File: config.mk
export PLATFORM = sky130hd
export DESIGN_NAME = status_cond_unit
export DESIGN_NICKNAME = d
export VERILOG_FILES = /design/src/rtl/status_cond_unit.sv
export SDC_FILE = /design/constraint.sdc
export NUM_CORES = 1
export LEC_CHECK = 0
export BUFFER_PORTS_ARGS = -buffer_cell sky130_fd_sc_hd__buf_2
export CELL_PAD_IN_SITES_DETAIL_PLACEMENT = 0
export CELL_PAD_IN_SITES_GLOBAL_PLACEMENT = 1
export CORE_AREA = 2 2 59 61
export DETAILED_ROUTE_END_ITERATION = 10
export DIE_AREA = 0 0 61 63
export GPL_TIMING_DRIVEN = 0
export HOLD_SLACK_MARGIN = 0.02
export PLACE_DENSITY_LB_ADDON = 0.3
export SKIP_LAST_GASP = 1
export SYNTH_ARGS = -nofsm -noshare
export SYNTH_HDL_FRONTEND = slang
export SYNTH_SLANG_ARGS = --single-unit
File: constraint.sdc
create_clock -name clock -period 2.2 [get_ports clock]
set_input_delay 0.44 -clock clock [delete_from_list [all_inputs] [get_ports clock]]
set_output_delay 0.44 -clock clock [all_outputs]
set_load 0.005 [all_outputs]
File: src/rtl/status_cond_unit.sv
// Status-flag condition evaluator: req/ack, defers while flags load; optional counters under STATUS_COND_STATS_EN.
// Latency: ack one cycle after accept plus one per load-wait cycle; req is only taken in IDLE.
module status_cond_unit #(
  parameter int WAIT_LIMIT  = 4,
  parameter int COUNT_WIDTH = 16
) (
  input  logic                   clock,
  input  logic                   reset,
  input  logic                   req,
  input  logic [2:0]             cond,
  input  logic                   notLoadStatus,
  input  logic                   cFlag,
  input  logic                   zFlag,
  output logic                   busy,
  output logic                   ack,
  output logic                   taken,
  output logic                   timeout,
  output logic [COUNT_WIDTH-1:0] evalCount,
  output logic [COUNT_WIDTH-1:0] takenCount
);

  typedef enum logic [2:0] {S_IDLE, S_WAIT, S_EVAL, S_DONE, S_FAULT} state_t;

  localparam logic [3:0] WAIT_LAST = 4'(WAIT_LIMIT - 1);

  state_t     state;
  logic [2:0] cond_reg;
  logic [3:0] wait_cnt;

  function automatic logic cond_true(input logic [2:0] code, input logic c, input logic z);
    case (code)
      3'd0:    cond_true = 1'b1;
      3'd1:    cond_true = c;
      3'd2:    cond_true = ~c;
      3'd3:    cond_true = z;
      3'd4:    cond_true = ~z;
      3'd5:    cond_true = c | z;
      3'd6:    cond_true = ~c & ~z;
      default: cond_true = 1'b0;
    endcase
  endfunction

  always_ff @(posedge clock or posedge reset) begin
    if (reset) begin
      state    <= S_IDLE;
      busy     <= 1'b0;
      ack      <= 1'b0;
      taken    <= 1'b0;
      timeout  <= 1'b0;
      cond_reg <= 3'd0;
      wait_cnt <= 4'd0;
    end else begin
      case (state)
        S_IDLE: begin
          if (req) begin
            cond_reg <= cond;
            busy     <= 1'b1;
            timeout  <= 1'b0;
            wait_cnt <= 4'd0;
            state    <= notLoadStatus ? S_EVAL : S_WAIT;
          end
        end
        S_WAIT: begin
          if (!notLoadStatus) begin
            if (wait_cnt == WAIT_LAST) begin
              taken   <= 1'b0;
              timeout <= 1'b1;
              state   <= S_FAULT;
            end else begin
              wait_cnt <= wait_cnt + 4'd1;
            end
          end else begin
            state <= S_EVAL;
          end
        end
        // A load starting on this edge still leaves the pre-write flags on the bus.
        S_EVAL: begin
          taken <= cond_true(cond_reg, cFlag, zFlag);
          ack   <= 1'b1;
          state <= S_DONE;
        end
        S_FAULT: begin
          ack   <= 1'b1;
          state <= S_DONE;
        end
        S_DONE: begin
          ack   <= 1'b0;
          busy  <= 1'b0;
          state <= S_IDLE;
        end
        default: state <= S_IDLE;
      endcase
    end
  end

`ifdef STATUS_COND_STATS_EN
  localparam logic [COUNT_WIDTH-1:0] CNT_ONE = COUNT_WIDTH'(1);

  logic [COUNT_WIDTH-1:0] eval_cnt;
  logic [COUNT_WIDTH-1:0] taken_cnt;
  logic                   completing;
  logic                   completing_taken;

  // Counters move on the same edge that raises ack, so they track ack exactly.
  assign completing       = (state == S_EVAL) || (state == S_FAULT);
  assign completing_taken = (state == S_EVAL) && cond_true(cond_reg, cFlag, zFlag);

  always_ff @(posedge clock or posedge reset) begin
    if (reset) begin
      eval_cnt  <= '0;
      taken_cnt <= '0;
    end else begin
      if (completing && (eval_cnt != '1))
        eval_cnt <= eval_cnt + CNT_ONE;
      if (completing_taken && (taken_cnt != '1))
        taken_cnt <= taken_cnt + CNT_ONE;
    end
  end

  assign evalCount  = eval_cnt;
  assign takenCount = taken_cnt;
`else
  assign evalCount  = '0;
  assign takenCount = '0;
`endif

endmodule

* After elaboration in Yosys (flattened, before gate mapping)
Index checks and enable logic that the tools add are counted. W data, S select, Z words.
Storage, ports and cells: memories 0, output and inout port bits 36, logic and storage cells 61, register bits after elaboration 14, bits in read-only memories 0, bits in latches 0, RAM bits 0
Operators by class: reductions and logical operators 13, multiplexer cells 20, equal/unequal tests 16, div/mod/pow operators 0, bitwise gates (word level) 4, magnitude comparators 0, $add $sub $neg 1, multiply operators 0, shifts and indexed selects 0
Operators by type and width (number):
- $eq A3 B2 Y1 const B | 4
- $eq A3 B3 Y1 const B | 4
- $mux W4 | 3
- $mux W3 | 3
- $pmux W3 S3 | 1
- $ne A2 B2 Y1 const B | 4
- $pmux W1 S2 | 4
- $pmux W4 S2 | 1
- $reduce_and A4 Y1 | 2
- $reduce_bool A2 Y1 | 4
- $pmux W1 S7 | 1
- $eq A3 B1 Y1 const B | 2
- $logic_not A3 Y1 | 2
- $mux W1 | 6
- $reduce_and A2 Y1 | 3
- $add A4 B1 Y4 const B | 1
- $eq A4 B2 Y1 const B | 1
- $ne A3 B3 Y1 const B | 1
- $reduce_and A3 Y1 | 1
- $mux W2 | 1
- $not A1 Y1 | 2
- $reduce_or A2 Y1 | 1
- $and A1 B1 Y1 | 1
- $or A1 B1 Y1 | 1

* Logic depth before layout (Yosys ltp)
Gate-level depths: netlist of the first run.
word-level depth 4, depth in mapped cells 5, gate-level depth less buffers 5

* Worst setup path before layout of the first run
OpenSTA, ideal clock, no wires.
kind register to register, from reg wait_cnt[0], to reg wait_cnt[3], library setup time 0.125 ns, slack 0.372 ns, cell stages (with the launch flop) 6, data required time 2.075 ns, buffers on the path 0, arrival time 1.703 ns, clock period less this slack 1.828 ns, path through dfrtp_1 ha_1 and4bb_4 a2111oi_4 nand4_1 mux2_4
On the way: cells in the longest elaborated chain, start to end 4, elaborated cells on any way between the ends 7
RTL lines:
- start: declaration | line 28 | logic [3:0] wait_cnt;
- start signal: assignment | line 70 | wait_cnt <= wait_cnt + 4'd1;
- $add A4 B1 Y4 | line 70
- $mux W4 | line 65 | if (wait_cnt == WAIT_LAST) begin
- $mux W4 | line 64 | if (!notLoadStatus) begin
- $pmux W4 S2 | line 53 | case (state)
Several ways; a longest one is shown, not always the timed one. The select of a mux whose other input is x is not followed. A chain may end at the register's enable or synchronous reset.

* Worst setup path in the final report of the first run
Same ends and word-level chain as after synthesis.

==> impl_results.md, run 1 <==
- Sequence of cells on the critical path: ha_1 -> and4bb_4 -> a2111oi_4 -> nand4_1 -> mux2_4
- GR Overflow Total: 0
- Post-Synthesis Cells: 106
- Commonest non-fill, non-tap cells in the layout: 32 x buf_4, 32 x conb_1, 14 x buf_2, 14 x dfrtp_1
- Largest register FFs: 4
- Final ANT Viol Nets: 0
- Detailed Place HPWL: 1330 um
- Initial DRC count: 33
- H-tree depth: 1
- Fin util: between 30 and 40%
- Final slew viol count: 0
- Fraction of the yosys area taken by sequential cells: a little over a third
- # rows: 21
- Largest net degree at the start of global routing: 15
- DRC: 0
- Ant diodes: 0
- Syn Area/Cell: 9.44 um^2
- CP peak stage delay: around 0.46 ns
- Worst slew pin tran: between 0.5 and 0.6 ns
- Startpoint types: flip-flop
- Postcts setup bufs: 0
- Via/cell ratio: approximately 3.8
- Max VDD drop: about 0.23 mV
- Die width: 61 um
- WL per Instance: 8.25 um
- Worst relative slew slack: approximately 64%
- Status: complete, no violations
- Clk root buf: clkbuf_4
- Worst-path clk slew: 0.09 ns
- Critical Path RT: 2.38 ns
- Die area: approximately 0.0038 mm^2
- Max_cap viols: 0
- Seq cells post-synth: 14
- Maximum clock rate: between 500 and 600 MHz
- Global-route wire length before repair: just under 3000 um
- Net count, final: 164
- YS warnings: 0
- Fraction of layout cells with a size suffix above 1: between 30% and 40%
- IO Pins: 45
- Pleak: 0.680 nW
- Cts hold-fix bufs: 0
- Fin. Hold Viols: 0
- Worst clock skew: 0.00114 ns
- DR vias: 760
- RSZ-0062 raised after global routing: no
- Min cycle time layout: approximately 1.9 ns
- Worst hold path class: in -> async
- Post-Layout Inst Area: 0.00127 mm^2
- Crit Path Max Fanout: 7
- Vias in the first global route: 701
- GRT Util Overall: around a tenth
- Aggregate routed wire length: roughly 1600 um
- Final period utilization: 88.2%
- Power Dens Cells: approximately 870 mW/mm^2
- Post-synthesis instance area: roughly 0.0010 mm^2
- Setup-failing EPs final: 0
- CP Class: reg -> reg
- Placed Area: ~0.0012 mm^2
- Worst Path Arrival: ~2.1 ns
- Setup TNS: 0 ns
- Worst setup EP type: flip-flop
- CTS tree: built
- Fill cells: 349
- Clock buffer depth: 2
- Initial antenna violation count: 0
- # resized after CTS: 0
- Core Region: approximately 0.0032 mm^2
- Initial Util: 31.0%
- Clock sink total: 14
- IO Port Bufs: 12
- R2R Setup Slk: approximately 0.26 ns
- Die extent in y: ~63 um
- Critical-path top delay cell: a2111oi_4
- Clock latency on the worst-skew pair: about 0.28 ns
- Routability cong.: ~0.73
- Netlist cell types: 31
- Num CTS Buffers: 3
- Layout area overhead: 27.0%
- Drt first pass iters: 4
[final cells by class]
cell class	count	area [um^2]	share of cell area (%)
clock buffer	4	36.3	2.85
inverter	7	26.3	2.07
tap	46	57.6	4.53
timing repair buffer	12	60.1	4.72
buffer	35	254	20.0
multi-input combinational	81	487	38.3
sequential	14	350	27.6
[synthesized netlist by cell type, drive strengths merged]
| library cell | count | share of area (%) |
|---|---|---|
| ha | 1 | 1.2 |
| nor4b | 2 | 3.9 |
| nor2b | 2 | 1.5 |
| or2 | 1 | 0.63 |
| nand3b | 1 | 0.75 |
| dfrtp | 14 | 35 |
| a211oi | 1 | 0.75 |
| clkbuf | 1 | 0.37 |
| conb | 1 | 0.37 |
| a21oi | 6 | 3.0 |
| and4bb | 1 | 1.6 |
| nor3 | 1 | 0.50 |
| inv | 7 | 2.6 |
| nand3 | 3 | 1.5 |
| nand2 | 3 | 1.1 |
| a2111oi | 1 | 2.8 |
| o32ai | 2 | 1.8 |
| nand4 | 1 | 0.63 |
| nor2 | 7 | 2.6 |
| buf | 34 | 25 |
| a221oi | 1 | 0.88 |
| or2b | 1 | 0.75 |
| a31oi | 2 | 1.2 |
| o21ai | 6 | 3.0 |
| a21o | 1 | 0.75 |
| mux2 | 4 | 4.9 |
| a31o | 1 | 0.88 |
[final timing paths]
check	from	end	depth (start not counted)
hold / removal	reset	wait_cnt[1]	2
min in group clock	cond[2]	cond_reg[2]	2
max in group asynchronous	reset	timeout	2
setup reg to reg	wait_cnt[0]	wait_cnt[3]	5
setup / recovery	wait_cnt[0]	wait_cnt[3]	5
hold reg to reg	timeout	timeout	1
[per-layer routing]
layer,routed length [um],up-vias,track usage (%)
met5,0,-,0
met4,21,0,3.26
met3,150,4,3.31
li1,-,394,-
met1,714,335,11.9
met2,756,27,15.7
[stage by stage]
| step | worst slack (ns) | total power [W] | cells | hold WS [ns] |
|---|---|---|---|---|
| 6_report | 0.260 | 0.00110 | 199 | 0.184 |
| 5_1_grt | 0.167 | 0.00122 | 199 | 0.236 |
| 4_1_cts | 0.259 | 0.00112 | 199 | 0.200 |
| 3_5_place_dp | 0.255 | 0.000922 | 195 | 0.465 |
| 3_3_place_gp | 0.297 | 0.000904 | 195 | 0.457 |
| 2_1_floorplan | 0.372 | 0.000811 | 137 | 0.329 |
[power by group]
part	internal, W	switching [W]
logic	0.000231	0.000249
clock network	0.000101	0.0000891
registers	0.000358	0.0000758
total	0.000689	0.000414
[critical path: cells and delay by family (launching register included)]
kind / cells / cell delay, ns
and+or+nand+nor: 2 / 0.40
DFF: 1 / 0.41
muxes: 1 / 0.32
adders and majority gates: 1 / 0.25
AOI/OAI and AO/OA: 1 / 0.46
[cell families after synthesis]
kind of cell	synth area share [%]
and+or+nand+nor	15.5
adders and majority gates	1.25
other	0.375
DFF	35.0
buffers and inverters	28.0
muxes	4.87
AOI/OAI and AO/OA	15.0
Note: power is estimated with default switching activity, not from simulation.
==> inputs of run 2 (changes only) <==
--- a/config.mk
+++ b/config.mk
@@ -5,12 +5,13 @@
 export SDC_FILE = /design/constraint.sdc
 export NUM_CORES = 1
 export LEC_CHECK = 0
+export ABC_AREA = 1
 export BUFFER_PORTS_ARGS = -buffer_cell sky130_fd_sc_hd__buf_2
 export CELL_PAD_IN_SITES_DETAIL_PLACEMENT = 0
 export CELL_PAD_IN_SITES_GLOBAL_PLACEMENT = 1
-export CORE_AREA = 2 2 59 61
+export CORE_AREA = 2 2 61 63
 export DETAILED_ROUTE_END_ITERATION = 10
-export DIE_AREA = 0 0 61 63
+export DIE_AREA = 0 0 63 65
 export GPL_TIMING_DRIVEN = 0
 export HOLD_SLACK_MARGIN = 0.02
 export PLACE_DENSITY_LB_ADDON = 0.3
==> run 2 against run 1 <==
Sequential power fell by 0.9%; combinational power increased by 31%; hold slack better by 0.014 ns; largest cell class unchanged.
==> impl_results.md, run 2 <==
- Commonest non-fill, non-tap cells in the layout: 33 x nand2_1, 32 x buf_4, 32 x conb_1
- Worst-path clk slew: 0.09 ns (about the same)
- Initial Util: 30.2% (-0.73 points)
- Initial antenna violation count: 0 (unchanged)
- Worst hold path class: in -> async
- Main combinational cell family by area after synthesis: buffers and inverters
- Ant diodes: 0 (unchanged)
- CP top delay family: simple AND/OR/NAND/NOR gates
- Post-synth top cells: 33 x nand2_1, 32 x buf_4, 19 x inv_1
- Main synth FF type: dfrtp_1
- GR Overflow Total: 0 (unchanged)
- # rows: 22 (+4.8%)
- Initial DRC count: 19 (-42%)
- Post-synth top area cell: dfrtp_1
- Fraction of layout cells with a size suffix above 1: 32.5% (-4.1 points)
- Clock sink total: 14 (unchanged)
- Critical Path RT: 2.38 ns (about the same)
- RSZ-0062 raised after global routing: no
- Status: complete, no violations
- Syn Area/Cell: 7.34 um^2 (-22%)
- H-tree depth: 1 (unchanged)
- Crit path buffers/inverters: 0 (unchanged)
- Worst setup EP type: flip-flop
- Worst Path Arrival: 1.52 ns (-0.60 ns)
- Fin. Hold Viols: 0 (unchanged)
- Netlist cell types: 21 (-32%)
- Post-Synthesis Cells: 144 (+36%)
- DR vias: 885 (+16%)
- Commonest non-fill, non-tap cell in the layout: nand2_1
- Num CTS Buffers: 3 (unchanged)
- Final slew viol count: 0 (unchanged)
- Synth Area in XOR/XNOR: 0% (unchanged)
- Tot Pwr: 0.00125 W (+13%)
- YS warnings: 0 (unchanged)
- Placed Area: 0.00129 mm^2 (+4.8%)
- Seq cells post-synth: 14 (unchanged)
- IO Port Bufs: 12 (unchanged)
- Vias in the first global route: 787 (+12%)
- Setup-failing EPs final: 0 (unchanged)
- Core Region: 0.00350 mm^2 (+8.2%)
- Die width: 63 um (+3.3%)
- Post-synthesis instance area: 0.00106 mm^2 (+5.6%)
- Largest register FFs: 4 (unchanged)
- Cells on worst reg2reg path: 8 (+3)
- Routability cong.: 0.681 (-6.1%)
- Via/cell ratio: 3.70 (-3.0%)
- Final period utilization: 61.0% (-27 points)
- IO Pins: 45 (unchanged)
- Share of flip-flops with an asynchronous set or reset: 100% (unchanged)
- WL per Instance: 8.22 um (-0.36%)
- Sequence of cells on the critical path: ha_1 -> nand2_1 -> nor2_1 -> nand2_2 -> nand2_4 -> nor2_4 -> nand2_1 -> nand2_1
- Clock buffer depth: 2 (unchanged)
- Number of synthesized flops with an enable pin: 0 (unchanged)
- CP Class: reg -> reg
- Maximum clock rate: 745 MHz (+45%)
- Postcts setup bufs: 0 (unchanged)
- Compound-Gate Fraction of Synth Area: 7.57% (-7.4 points)
- Largest net degree at the start of global routing: 15 (unchanged)
- Post-synth top area share: 33.1% (-1.9 points)
- Drt first pass iters: 4 (unchanged)
- Setup TNS: 0 ns (unchanged)
- Die area: 0.00410 mm^2 (+6.6%)
- Net count, final: 202 (+23%)
- Simple-Gate Fraction of Synth Area: 27.9% (+12 points)
- CP peak stage delay: 0.42 ns (-0.04 ns)
- Final ANT Viol Nets: 0 (unchanged)
- Clock latency on the worst-skew pair: 0.28 ns (about the same)
- Post-Layout Inst Area: 0.00133 mm^2 (+4.6%)
- CTS tree: built
- Detailed Place HPWL: 1610 um (+21%)
- Cts hold-fix bufs: 0 (unchanged)
- Clk root buf: clkbuf_4
- Pleak: 0.830 nW (+22%)
- Worst clock skew: 0.00247 ns (+0.00134 ns)
- Startpoint types: flip-flop
- Fraction of the yosys area taken by sequential cells: 33.1% (-1.9 points)
- Synth area leaders: dfrtp_1 33%, buf_4 23%, nand2_1 12%
- Top-count cell post-synth: nand2_1
- Worst slew pin tran: 0.573 ns (+0.0263 ns)
- Most used cell, CP: nand2_1
- Critical-path top delay cell: dfrtp_1
- Min cycle time layout: 1.34 ns (-0.598 ns)
- Mux share of post-synthesis cell area: 0% (-4.9 points)
- Worst relative slew slack: 61.8% (-1.8 points)
- Layout area overhead: 25.8%
- Max_cap viols: 0 (unchanged)
- Crit Path Max Fanout: 5 (-2)
- Max VDD drop: 0.600 mV (+160%)
- Adder-cell share of the synthesized area: 1.18% (-0.067 points)
- Die extent in y: 65 um (+3.2%)
- GRT Util Overall: 9.97% (+0.21 points)
- DRC: 0 (unchanged)
- CP Depth: 8 (+3)
- # resized after CTS: 0 (unchanged)
- Power Dens Cells: 938 mW/mm^2 (+8.1%)
- Aggregate routed wire length: 1970 um (+20%)
- Global-route wire length before repair: 3190 um (+9.7%)
==> run 2: layout make-up <==
| cell class | count | area, um^2 |
|---|---|---|
| buffer | 32 | 240 |
| clock buffer | 4 | 36.3 |
| fill | 393 | 2170 |
| inverter | 20 | 75.1 |
| multi-input combinational | 109 | 508 |
| sequential | 14 | 350 |
| tap | 48 | 60.1 |
| timing repair buffer | 12 | 60.1 |
==> run 2: worst register-to-register path, cell delays in order (launching register included) <==
cell     delay, ns
dfrtp_1       0.42
ha_1          0.20
nand2_1       0.07
nor2_1        0.16
nand2_2       0.11
nand2_4       0.11
nor2_4        0.05
nand2_1       0.06
nand2_1       0.05
==> run 2: worst paths after layout <==
path / slack (ns) / start / to
worst min-delay path: 0.20 / reset / taken
min in group clock: 0.39 / cond[1] / cond_reg[1]
max in group asynchronous: 1.63 / reset / state[2]
worst max register to register: 0.86 / wait_cnt[0] / wait_cnt[3]
worst min register to register: 0.49 / taken / taken
worst max-delay path: 0.86 / wait_cnt[0] / wait_cnt[3]
==> run 2: logic make-up after synthesis <==
kind of cell | after synthesis
buffers and inverters | 52
adder cells (fa/ha/maj) | 1
AND/OR/NAND/NOR | 63
other | 1
flip-flops | 14
AO/OA/AOI/OAI | 13
==> run 2: routing by layer <==
layer | global-route usage (%) | wire length (um) | vias to the layer above
met1 | 11.1 | 865 | 381
met4 | 2.50 | 14 | 0
li1 | - | - | 471
met2 | 17.8 | 925 | 31
met5 | 0 | 0 | -
met3 | 3.82 | 159 | 2
==> run 2: power breakdown <==
| group | internal [W] | switching [W] | leakage [nW] | total (W) |
|---|---|---|---|---|
| registers | 0.000353 | 0.0000772 | 0.176 | 0.000430 |
| clock network | 0.000101 | 0.0000899 | 0.0210 | 0.000191 |
| logic | 0.000242 | 0.000385 | 0.634 | 0.000627 |
==> run 2: stage by stage <==
| stage | hold WS, ns | cells | util, % | setup WS (ns) |
|---|---|---|---|---|
| finish | 0.197 | 239 | 38.0 | 0.858 |
| global route | 0.235 | 239 | 38.0 | 0.710 |
| CTS | 0.212 | 239 | 38.0 | 0.836 |
| detailed placement | 0.469 | 235 | 37.0 | 0.854 |
| global placement | 0.468 | 235 | 37.0 | 0.899 |
| floorplan | 0.329 | 175 | - | 1.02 |
